### src/rtl/serial_word_deframer.sv
// serial_word_deframer
// Assembles an MSB-first serial bit stream into W-bit words. Each word-boundary
// tick pushes the word into a DEPTH-entry FIFO that is read through a
// valid/ready handshake. A word that finds the FIFO full is dropped and the
// sticky overflow flag is raised.
// Optional build macro DEFRAMER_BITCHECK_EN adds a shift counter that raises
// the sticky frame_err flag when a tick closes a word that does not have
// exactly W bits. Without the macro, o_frame_err is tied low.
module serial_word_deframer #(
  parameter int W     = 8,
  parameter int DEPTH = 4
) (
  input  logic                     i_clk,
  input  logic                     i_reset,
  input  logic                     i_clear,
  input  logic                     i_shift,
  input  logic                     i_sdata,
  input  logic                     i_tick,
  output logic [W-1:0]             o_m_data,
  output logic                     o_m_valid,
  input  logic                     i_m_ready,
  output logic [$clog2(DEPTH):0]   o_count,
  output logic                     o_overflow,
  output logic                     o_frame_err
);

  localparam int AW = $clog2(DEPTH);
  localparam int CW = AW + 1;
  localparam logic [CW-1:0] FULL_C = CW'(DEPTH);

  logic [W-1:0]  r_sr;
  logic [W-1:0]  r_mem [DEPTH];
  logic [AW-1:0] r_wr_ptr;
  logic [AW-1:0] r_rd_ptr;
  logic [CW-1:0] r_count;
  logic          r_overflow;

  logic [W-1:0]  w_word;
  logic          w_pop;
  logic          w_full;
  logic          w_push;

  // A bit shifted in on the tick cycle still belongs to the word being closed.
  assign w_word = i_shift ? {r_sr[W-2:0], i_sdata} : r_sr;
  // Popping only happens when there is a head word; clear overrides pops
  // and pushes inside the sequential blocks.
  assign w_pop  = (r_count != '0) && i_m_ready;
  assign w_full = (r_count == FULL_C);
  // A full FIFO still accepts a word when the head leaves on the same edge.
  assign w_push = i_tick && (!w_full || w_pop);

  assign o_m_valid  = (r_count != '0);
  // The empty FIFO presents zero so stale entries never leak out.
  assign o_m_data   = o_m_valid ? r_mem[r_rd_ptr] : '0;
  assign o_count    = r_count;
  assign o_overflow = r_overflow;

  // Serial shift register; not cleared by tick so repeated ticks re-push it.
  always_ff @(posedge i_clk or posedge i_reset) begin
    if (i_reset) begin
      r_sr <= '0;
    end else if (i_clear) begin
      r_sr <= '0;
    end else if (i_shift) begin
      r_sr <= {r_sr[W-2:0], i_sdata};
    end
  end

  // FIFO storage; contents need no reset because occupancy gates visibility.
  always_ff @(posedge i_clk) begin
    if (!i_clear && w_push) begin
      r_mem[r_wr_ptr] <= w_word;
    end
  end

  // FIFO pointers, occupancy and the sticky overflow flag.
  always_ff @(posedge i_clk or posedge i_reset) begin
    if (i_reset) begin
      r_wr_ptr   <= '0;
      r_rd_ptr   <= '0;
      r_count    <= '0;
      r_overflow <= 1'b0;
    end else if (i_clear) begin
      r_wr_ptr   <= '0;
      r_rd_ptr   <= '0;
      r_count    <= '0;
      r_overflow <= 1'b0;
    end else begin
      if (w_push) begin
        r_wr_ptr <= r_wr_ptr + 1'b1;
      end
      if (w_pop) begin
        r_rd_ptr <= r_rd_ptr + 1'b1;
      end
      if (w_push && !w_pop) begin
        r_count <= r_count + 1'b1;
      end else if (w_pop && !w_push) begin
        r_count <= r_count - 1'b1;
      end
      if (i_tick && !w_push) begin
        r_overflow <= 1'b1;
      end
    end
  end

`ifdef DEFRAMER_BITCHECK_EN
  localparam int BW = $clog2(W + 2);
  localparam logic [BW-1:0] BC_SAT = BW'(W + 1);
  localparam logic [BW-1:0] BC_W   = BW'(W);

  logic [BW-1:0] r_bc;
  logic [BW-1:0] w_n;
  logic          r_frame_err;

  // Shifts seen so far including this cycle's, saturating at W+1.
  assign w_n = (i_shift && (r_bc != BC_SAT)) ? r_bc + 1'b1 : r_bc;

  // Bit counter restarts on each tick; a word of the wrong length sets frame_err.
  always_ff @(posedge i_clk or posedge i_reset) begin
    if (i_reset) begin
      r_bc        <= '0;
      r_frame_err <= 1'b0;
    end else if (i_clear) begin
      r_bc        <= '0;
      r_frame_err <= 1'b0;
    end else if (i_tick) begin
      r_bc <= '0;
      if (w_n != BC_W) begin
        r_frame_err <= 1'b1;
      end
    end else begin
      r_bc <= w_n;
    end
  end

  assign o_frame_err = r_frame_err;
`else
  assign o_frame_err = 1'b0;
`endif

endmodule
### config.mk
export PLATFORM = sky130hd
export DESIGN_NAME = serial_word_deframer
export DESIGN_NICKNAME = d
export VERILOG_FILES = /design/src/rtl/serial_word_deframer.sv
export SDC_FILE = /design/constraint.sdc
export NUM_CORES = 1
export LEC_CHECK = 0
export CAP_MARGIN = 20
export CORE_UTILIZATION = 25
export CTS_BUF_LIST = sky130_fd_sc_hd__clkbuf_4
export DETAILED_ROUTE_END_ITERATION = 7
export GPL_TIMING_DRIVEN = 0
export PLACE_DENSITY = 0.37
export SLEW_MARGIN = 20
export SYNTH_ARGS = -nofsm -noshare
export SYNTH_HDL_FRONTEND = slang
export SYNTH_SLANG_ARGS = --single-unit
### constraint.sdc
create_clock -name i_clk -period 5.2 [get_ports i_clk]
set_input_delay 0.78 -clock i_clk [delete_from_list [all_inputs] [get_ports i_clk]]
set_output_delay 0.78 -clock i_clk [all_outputs]
set_load 0.05 [all_outputs]
==> results of run 1 <==
-- per-layer routing --
metal	wire, um	part of all wire, %
met2	2113	50
met3	132	3.1
met5	0	0
met1	1951	46
met4	60	1.4
-- cells in the mapped netlist (2+ instances only) --
master and instances:
a21oi_1 3, and2_1 12, buf_2 4, clkbuf_1 5
dfrtp_1 16, edfxtp_1 32, ha_1 4, inv_1 6
mux2_2 8, mux2_4 2, mux4_2 8, nand3_1 2
nor2_1 10, nor2b_1 8, o21ai_0 2, xor2_1 2
-- worst max-delay path: stages (launching register included) --
cell and delay, ns:
dfrtp_1 0.43, buf_6 0.15, or3_1 0.36, clkbuf_1 0.25, and2_1 0.21, clkdlybuf4s50_1 0.70
-- worst max-delay path by stage --
| stage | start | to | cells after the start |
|---|---|---|---|
| 2_1_floorplan | o_count[2] | o_m_data[0] | 4 |
| 3_3_place_gp | o_count[1] | o_m_data[1] | 4 |
| 3_5_place_dp | o_count[1] | o_m_data[7] | 4 |
| 4_1_cts | o_count[1] | o_m_data[1] | 4 |
| 5_1_grt | o_count[1] | o_m_data[6] | 4 |
| 6_report | o_count[0] | o_m_data[6] | 5 |
-- sequential cells by signal, indices dropped and copies added (netlist names) --
register,cells
o_count,3
o_overflow,1
r_mem,32
r_rd_ptr,2
r_sr,8
r_wr_ptr,2
-- metrics by stage --
step           power [mW]  cell area (sq um)  instances
6_report            1.270               2545        272
5_1_grt             1.337               2545        272
4_1_cts             1.289               2545        272
3_5_place_dp        1.063               2465        264
3_3_place_gp        1.059               2465        264
2_1_floorplan      0.8897               2183        144
-- kinds of logic (layout without fill, tap and decap cells) --
family / count (synthesis) / after routing / synth area share, %
and+or+nand+nor: 40 / 40 / 10.89
DFF: 48 / 48 / 62.35
buffers and inverters: 17 / 40 / 3.668
other: 1 / 1 / 0.1718
adders and majority gates: 5 / 5 / 3.209
xor gates and xnor gates: 3 / 3 / 1.204
AOI/OAI and AO/OA: 12 / 12 / 4.757
muxes: 18 / 18 / 13.75
-- area by class of cell --
cell class / count / area, sq um / share of cell area, %
sequential: 48 / 1361 / 53.49
multi-input combinational: 79 / 742.0 / 29.15
timing repair buffer: 15 / 150.1 / 5.900
tap: 105 / 131.4 / 5.162
buffer: 11 / 57.56 / 2.262
clock inverter: 3 / 42.54 / 1.672
clock buffer: 5 / 37.54 / 1.475
inverter: 6 / 22.52 / 0.8850
-- layout by cell type, fill, tap and decap left out, types with 2 or more instances in the layout --
cell,instances
inv_1,6
mux2_4,2
o21ai_0,2
buf_2,4
clkdlybuf4s50_1,15
nor2b_1,8
mux2_2,8
mux4_2,8
edfxtp_1,32
xor2_1,2
and2_1,12
clkbuf_1,5
nor2_1,10
ha_1,4
nand3_1,2
clkbuf_4,5
a21oi_1,3
dfrtp_1,16
-- power by group --
group | switching (mW) | leakage [nW] | internal [mW] | total, mW
Clock | 0.126 | 0.0412 | 0.100 | 0.227
Combinational | 0.363 | 0.375 | 0.227 | 0.590
Sequential | 0.0210 | 0.532 | 0.433 | 0.454
==> results_dict.tcl, run 1 <==
set metrics [dict create \
    setup_ws_ns 1.943 \
    nFillCells 842 \
    first_pass_iters 4 \
    worstRegToRegCells 7 \
    whs_ns 0.5427 \
    arrival_ns 2.48 \
    synth_nets 156 \
    synth_edf_count 32 \
    wl_mm 4.258 \
    syn_inst 144 \
    route.detailed.drc 0 \
    vias 1178 \
    cap_violations 0 \
    fmax_ghz 0.3071 \
    num_rows 33 \
    path_clk_slew_ns 0.15 \
    yosysSeqAreaShare_pct 62.35 \
    postSynthAreaPerCell_sq_um 15.16 \
    numCtsBuffers 5 \
    ys_ff_latch 48 \
    netlist_area_sq_mm 0.002183 \
    utilization_pct 30.51 \
    htree_levels 2 \
    worstHoldPathCells 2 \
    run_status "finished clean" \
    cts_root_buffer "clkbuf_4" \
    cts_resized 0 \
    dp_hpwl_mm 2.788 \
    max_slew_margin_pct 55.22 \
    synth_top_area_share_pct 44.01 \
    clock_latency_ns 0.37 \
    cts_tree "yes" \
    endpoint_kind "output pin" \
    groute.layer.met3.usage_pct 2.951 \
    numPortBuffers 15 \
    dieHeight_um 95.45 \
    clockBufferDepth 2 \
    finalNetCount 178 \
    required_ns 4.42 \
    clock_skew_ns 0.01575 \
    die_w_um 95.45 \
    initial_core_util_pct 26.18 \
    path_max_fanout 9 \
    crit_path_start_kind "flip-flop" \
    post_cts.repair.setup_buffers 0 \
    grt_pass1_wl_mm 6.596 \
    antenna_found_initial 0 \
    post-place-ws_ns 2.271 \
    grt_max_degree 17 \
    viasPerCell 4.331 \
    grt_use_met2_pct 17.44 \
    fin_setup_tns_ns 0 \
    worst_slew_pin_slew_ns 0.6709 \
    syn_to_final_growth_pct 16.56 \
    synthArstFlopShare_pct 33.33 \
    post-route-period-util_pct 62.63 \
    rsz0062_at_grt "no" \
    gp_congestion 0.7370 \
    p_per_area_mw_per_mm2 499.2 \
    fin_crit_ns 3.257 \
    rrSetupSlack_ns 2.83 \
    r2r_start "o_count[0]" \
    yosys_warnings 0 \
    synth_area_leaders "edfxtp_1 44%, dfrtp_1 18%, mux4_2 8.3%" \
    final-max-slew-violation-count 0 \
    grt_usage_pct 10.46 \
    r2r-end "o_count[2]" \
    wl_per_cell_um 15.65 \
    setup_viol 0 \
    num_io_pins 21 \
    min-delay-start "o_overflow" \
    die_area_sq_mm 0.009111 \
    antenna_cells 0 \
    ant_nets 0 \
    peakVddDrop_mv 0.1780 \
    cts_hold_buf 0 \
    drive_gt1_share_pct 20.96 \
    synthFlopType "edfxtp_1" \
    met1_usage_pct 12.92 \
    finalHoldViolCount 0 \
    hold_path_class "reg2reg" \
    clock_sinks 48 \
    synth_top_area_cell "edfxtp_1" \
    ys_types 36 \
    grt_busiest_layer "met2" \
    core_area_sq_mm 0.008341 \
    grt_pass1_vias 1207 \
    drt-initial-drc-count 27 \
    gr-total-overflow 0 \
    p_leak_nw 0.9481 \
    critPathKind "reg2out" \
    min_to "o_overflow" \
]
Note: power is estimated with default switching activity, not from simulation.
==> run 2, diff against run 1 <==
--- a/config.mk
+++ b/config.mk
@@ -10,7 +10,7 @@
 export CTS_BUF_LIST = sky130_fd_sc_hd__clkbuf_4
 export DETAILED_ROUTE_END_ITERATION = 7
 export GPL_TIMING_DRIVEN = 0
-export PLACE_DENSITY = 0.37
+export PLACE_DENSITY = 0.39
 export SLEW_MARGIN = 20
 export SYNTH_ARGS = -nofsm -noshare
 export SYNTH_HDL_FRONTEND = slang
==> constraint.sdc (replaced) <==
create_clock -name i_clk -period 2.73 [get_ports i_clk]
set_input_delay 0.4095 -clock i_clk [delete_from_list [all_inputs] [get_ports i_clk]]
set_output_delay 0.4095 -clock i_clk [all_outputs]
set_load 0.05 [all_outputs]
==> results_dict.tcl, run 2 (synthesis gave the netlist of run 1 again) <==
set metrics [dict create \
    core_area_sq_mm 0.008341 \
    num_io_pins 21 \
    worst_slew_pin_slew_ns 0.6946 \
    antenna_found_initial 0 \
    syn_to_final_growth_pct 14.61 \
    met1_usage_pct 12.69 \
    fmax_ghz 0.3932 \
    die_area_sq_mm 0.009111 \
    final_cells 270 \
    grt_pass1_vias 1230 \
    cts_tree "yes" \
    htree_levels 2 \
    dp_hpwl_mm 2.807 \
    clockBufferDepth 2 \
    clock_latency_ns 0.35 \
    wl_per_cell_um 15.57 \
    num_rows 33 \
    placedCellCount 264 \
    grt_usage_pct 10.21 \
    run_status "finished clean" \
    p_leak_nw 0.9681 \
    fin_crit_ns 2.543 \
    path_max_fanout 10 \
    clock_sinks 48 \
    largest_register_ffs 32 \
    arrival_ns 2.13 \
    first_pass_iters 4 \
    peakVddDrop_mv 0.3251 \
    groute.layer.met3.usage_pct 2.233 \
    dieHeight_um 95.45 \
    fin_setup_tns_ns 0 \
    finalHoldViolCount 0 \
    setup_viol 0 \
    ant_nets 0 \
    route.detailed.drc 0 \
    numPortBuffers 15 \
    grt_pass1_wl_mm 6.637 \
    grt_max_degree 17 \
    required_ns 2.32 \
    final-max-slew-violation-count 0 \
    post_cts.repair.setup_buffers 0 \
    largest-register "r_mem" \
    gr-total-overflow 0 \
    numCtsBuffers 5 \
    max_stage_delay_ns 0.54 \
    drive_gt1_share_pct 20.61 \
    crit_slowest_cell "mux4_2" \
    post-route-period-util_pct 93.16 \
    cap_violations 0 \
    viasPerCell 4.348 \
    path_clk_slew_ns 0.12 \
    finalPower_mw 2.239 \
    hold_path_class "in2reg" \
    vias 1174 \
    mostFrequentLayoutCells "32 x edfxtp_1, 16 x dfrtp_1, 12 x and2_1" \
    cts_root_buffer "clkbuf_4" \
    initial_core_util_pct 26.18 \
    drt-initial-drc-count 34 \
    finalNetCount 176 \
    antenna_cells 0 \
    p_per_area_mw_per_mm2 894.8 \
    gp_congestion 0.7388 \
    layout_commonest_cell "edfxtp_1" \
    path_cells "buf_2 -> mux4_2 -> and2_1 -> dlygate4sd2_1" \
    clock_skew_ns 0.01031 \
    wl_mm 4.204 \
    critPathKind "reg2out" \
    max_slew_margin_pct 53.64 \
    grt_use_met2_pct 17.50 \
    crit_path_start_kind "flip-flop" \
    die_w_um 95.45 \
    grt_busiest_layer "met2" \
    rsz0062_at_grt "no" \
    endpoint_kind "output pin" \
]
-- run 2: cell count changes in the layout (fill, tap and decap cells not counted), sizes merged --
cell	previous run	this run
dlygate4sd2	0	9
clkdlybuf4s50	15	6
bufinv	1	0
clkinvlp	1	0
-- run 2: metrics by stage --
stage                     cell area [sq um]  hold WS, ns  util (%)  setup WS, ns
after floorplan                        2183       0.3232         -        0.2804
after global placement                 2465       0.4927     29.55        0.2044
after detailed placement               2465       0.5030     29.55        0.1676
after CTS                              2502       0.3990     30.00        0.1123
after global routing                   2502       0.4190     30.00       0.03530
final                                  2502       0.4276     30.00        0.1867
-- run 2: power by group --
part           internal [mW]  switching (mW)  total, mW
sequential             0.824          0.0485      0.872
combinational          0.370           0.671       1.04
clock                  0.119           0.206      0.326
-- run 2: final cells by class --
class                   instances  area [sq um]
repair buffers                 15         138.9
clock buffers                   7         52.55
multi-input cells              79         742.0
fillers                       843          5838
clock inverters                 1         3.754
well taps                     105         131.4
inverters                       6         22.52
plain buffers                   9         50.05
flip-flops and latches         48          1361
-- run 2: path summary, 6_finish.rpt --
| check | from | endpoint | slack (ns) | cells after the start |
|---|---|---|---|---|
| worst min-delay path | i_tick | r_wr_ptr[1] | 0.43 | 3 |
| worst max-delay path | r_rd_ptr[0] | o_m_data[7] | 0.19 | 4 |
| worst max register to register | o_count[0] | o_count[2] | 0.33 | 7 |
| worst min register to register | o_overflow | o_overflow | 0.53 | 2 |
| min in group asynchronous | i_reset | o_count[1] | 0.45 | 2 |
| max in group asynchronous | i_reset | r_sr[7] | 1.84 | 2 |
-- run 2: repair_timing --
action,CTS,global route
hold buffers,0,0
endpoints found under the setup margin,9,0
endpoints found under the hold margin,0,0
gates resized for setup,9,0
-- run 2: worst max-delay path: cells and delay by family (launching register included) --
kind / cells / cell delay, ns
multiplexers: 1 / 0.54
buffers and inverters: 2 / 0.75
flip-flops: 1 / 0.34
AND/OR/NAND/NOR: 1 / 0.17
-- run 2: routing by layer --
metal	vias to the layer above	share of wire, %
met3	7	3.1
met1	583	46
li1	556	-
met2	28	50
met4	0	1.2
met5	-	0
==> run 3, diff against run 2 <==
--- a/config.mk
+++ b/config.mk
@@ -6,11 +6,11 @@
 export NUM_CORES = 1
 export LEC_CHECK = 0
 export CAP_MARGIN = 20
-export CORE_UTILIZATION = 25
+export CORE_UTILIZATION = 53
 export CTS_BUF_LIST = sky130_fd_sc_hd__clkbuf_4
 export DETAILED_ROUTE_END_ITERATION = 7
 export GPL_TIMING_DRIVEN = 0
-export PLACE_DENSITY = 0.39
+export PLACE_DENSITY_LB_ADDON = 0.08
 export SLEW_MARGIN = 20
 export SYNTH_ARGS = -nofsm -noshare
 export SYNTH_HDL_FRONTEND = slang
==> results_dict.tcl, run 3 (synthesis gave the netlist of run 1 again) <==
set metrics [dict create \
    largest_register_ffs 32 \
    num_rows 22 \
    clock_skew_ns 0.009188 \
    setup_viol 0 \
    fin_crit_ns 2.533 \
    r2r_start "o_count[0]" \
    clock_latency_ns 0.35 \
    grt_use_met2_pct 34.18 \
    run_status "finished clean" \
    cap_violations 0 \
    arrival_ns 2.12 \
    met1_usage_pct 23.40 \
    crit_end "o_m_data[6]" \
    path_clk_slew_ns 0.13 \
    htree_levels 2 \
    path_max_fanout 10 \
    numCtsBuffers 5 \
    utilization_pct 64.10 \
    critPathKind "reg2out" \
    post-route-period-util_pct 92.78 \
    vias 1170 \
    cts_tree "yes" \
    grt_busiest_layer "met2" \
    max_slew_margin_pct 57.55 \
    crit_path_start_kind "flip-flop" \
    core_area_sq_mm 0.003799 \
    min-delay-start "i_tick" \
    antenna_cells 0 \
    drt-initial-drc-count 27 \
    dieHeight_um 66.19 \
    p_leak_nw 0.9604 \
    fmax_ghz 0.3948 \
    cts_root_buffer "clkbuf_4" \
    drive_gt1_share_pct 20.48 \
    critPathLaunch "r_rd_ptr[0]" \
    numPortBuffers 15 \
    route.detailed.drc 0 \
    finalHoldViolCount 0 \
    fin_setup_tns_ns 0 \
    clock_sinks 48 \
    rrSetupSlack_ns 0.38 \
    grt_pass1_wl_mm 5.989 \
    viasPerCell 5.467 \
    dp_hpwl_mm 2.376 \
    seq_area_sq_mm 0.001361 \
    hold_path_class "in2reg" \
    grt_usage_pct 19.60 \
    worstRegToRegCells 7 \
    multi_input_comb_area_sq_um 742.0 \
    first_pass_iters 4 \
    die_area_sq_mm 0.004380 \
    post_cts.repair.setup_buffers 0 \
    required_ns 2.32 \
    mostFrequentLayoutCells "32 x edfxtp_1, 16 x dfrtp_1, 12 x and2_1" \
    ant_nets 0 \
    groute.layer.met3.usage_pct 4.655 \
    grt_max_degree 17 \
    num_io_pins 21 \
    gr-total-overflow 0 \
    gp_congestion 0.7173 \
    final-max-slew-violation-count 0 \
    clockBufferDepth 2 \
    syn_to_final_growth_pct 11.52 \
    rsz0062_at_grt "no" \
    r2r-end "o_count[2]" \
    wl_per_cell_um 15.92 \
    largest-register "r_mem" \
    grt_pass1_vias 1227 \
    endpoint_kind "output pin" \
    die_w_um 66.19 \
    place_area_sq_mm 0.002394 \
    worst_slew_pin_slew_ns 0.6360 \
    nFillCells 289 \
    finalNetCount 177 \
    antenna_found_initial 0 \
    p_per_area_mw_per_mm2 909.4 \
    whs_ns 0.4071 \
    initial_core_util_pct 57.48 \
    peakVddDrop_mv 0.5528 \
    design_area_sq_mm 0.002435 \
    wl_mm 3.407 \
    cts_hold_buf 0 \
    layout_commonest_cell "edfxtp_1" \
]
-- run 3: worst min path at each step --
stage / end / slack, ns / cells after the start
final: r_wr_ptr[1] / 0.41 / 3
after global routing: r_wr_ptr[1] / 0.40 / 3
after CTS: r_wr_ptr[1] / 0.39 / 3
after detailed placement: o_overflow / 0.52 / 2
after global placement: o_overflow / 0.49 / 2
after floorplan: o_count[0] / 0.32 / 1
-- run 3: cell type report --
class | count | area share [%]
Buffer | 10 | 2.210
Clock buffer | 5 | 1.542
Clock inverter | 3 | 0.7708
Inverter | 6 | 0.9250
Multi-Input combinational cell | 79 | 30.47
Sequential cell | 48 | 55.91
Tap cell | 48 | 2.467
Timing Repair Buffer | 15 | 5.704
-- run 3: power by group --
group	internal, mW	switching, mW
Sequential	0.824	0.0469
Combinational	0.377	0.659
Clock	0.0971	0.210
-- run 3: critical path, cell delays in order, from the launching register on --
cell and delay, ns:
dfrtp_1 0.34, buf_2 0.31, mux4_2 0.54, and2_1 0.16, dlygate4sd2_1 0.41
-- run 3: metrics by stage --
step	power, mW	std cells	setup slack (ns)
3_3_place_gp	1.974	207	0.2864
4_1_cts	2.245	214	0.1459
2_1_floorplan	1.695	144	0.2804
5_1_grt	2.348	214	0.05436
6_report	2.214	214	0.1972
3_5_place_dp	1.997	207	0.2584
-- run 3: repair_timing --
action | CTS | global route
resized for setup | 9 | 0
endpoints found under the hold margin | 0 | 0
endpoints found under the setup margin | 9 | 0
-- run 3: routing by layer --
layer  part of all wire, %  vias to the layer above
met1                    42                      581
met4                   1.7                        0
met2                    54                       26
met3                   2.6                        7
li1                      -                      556
met5                     0                        -
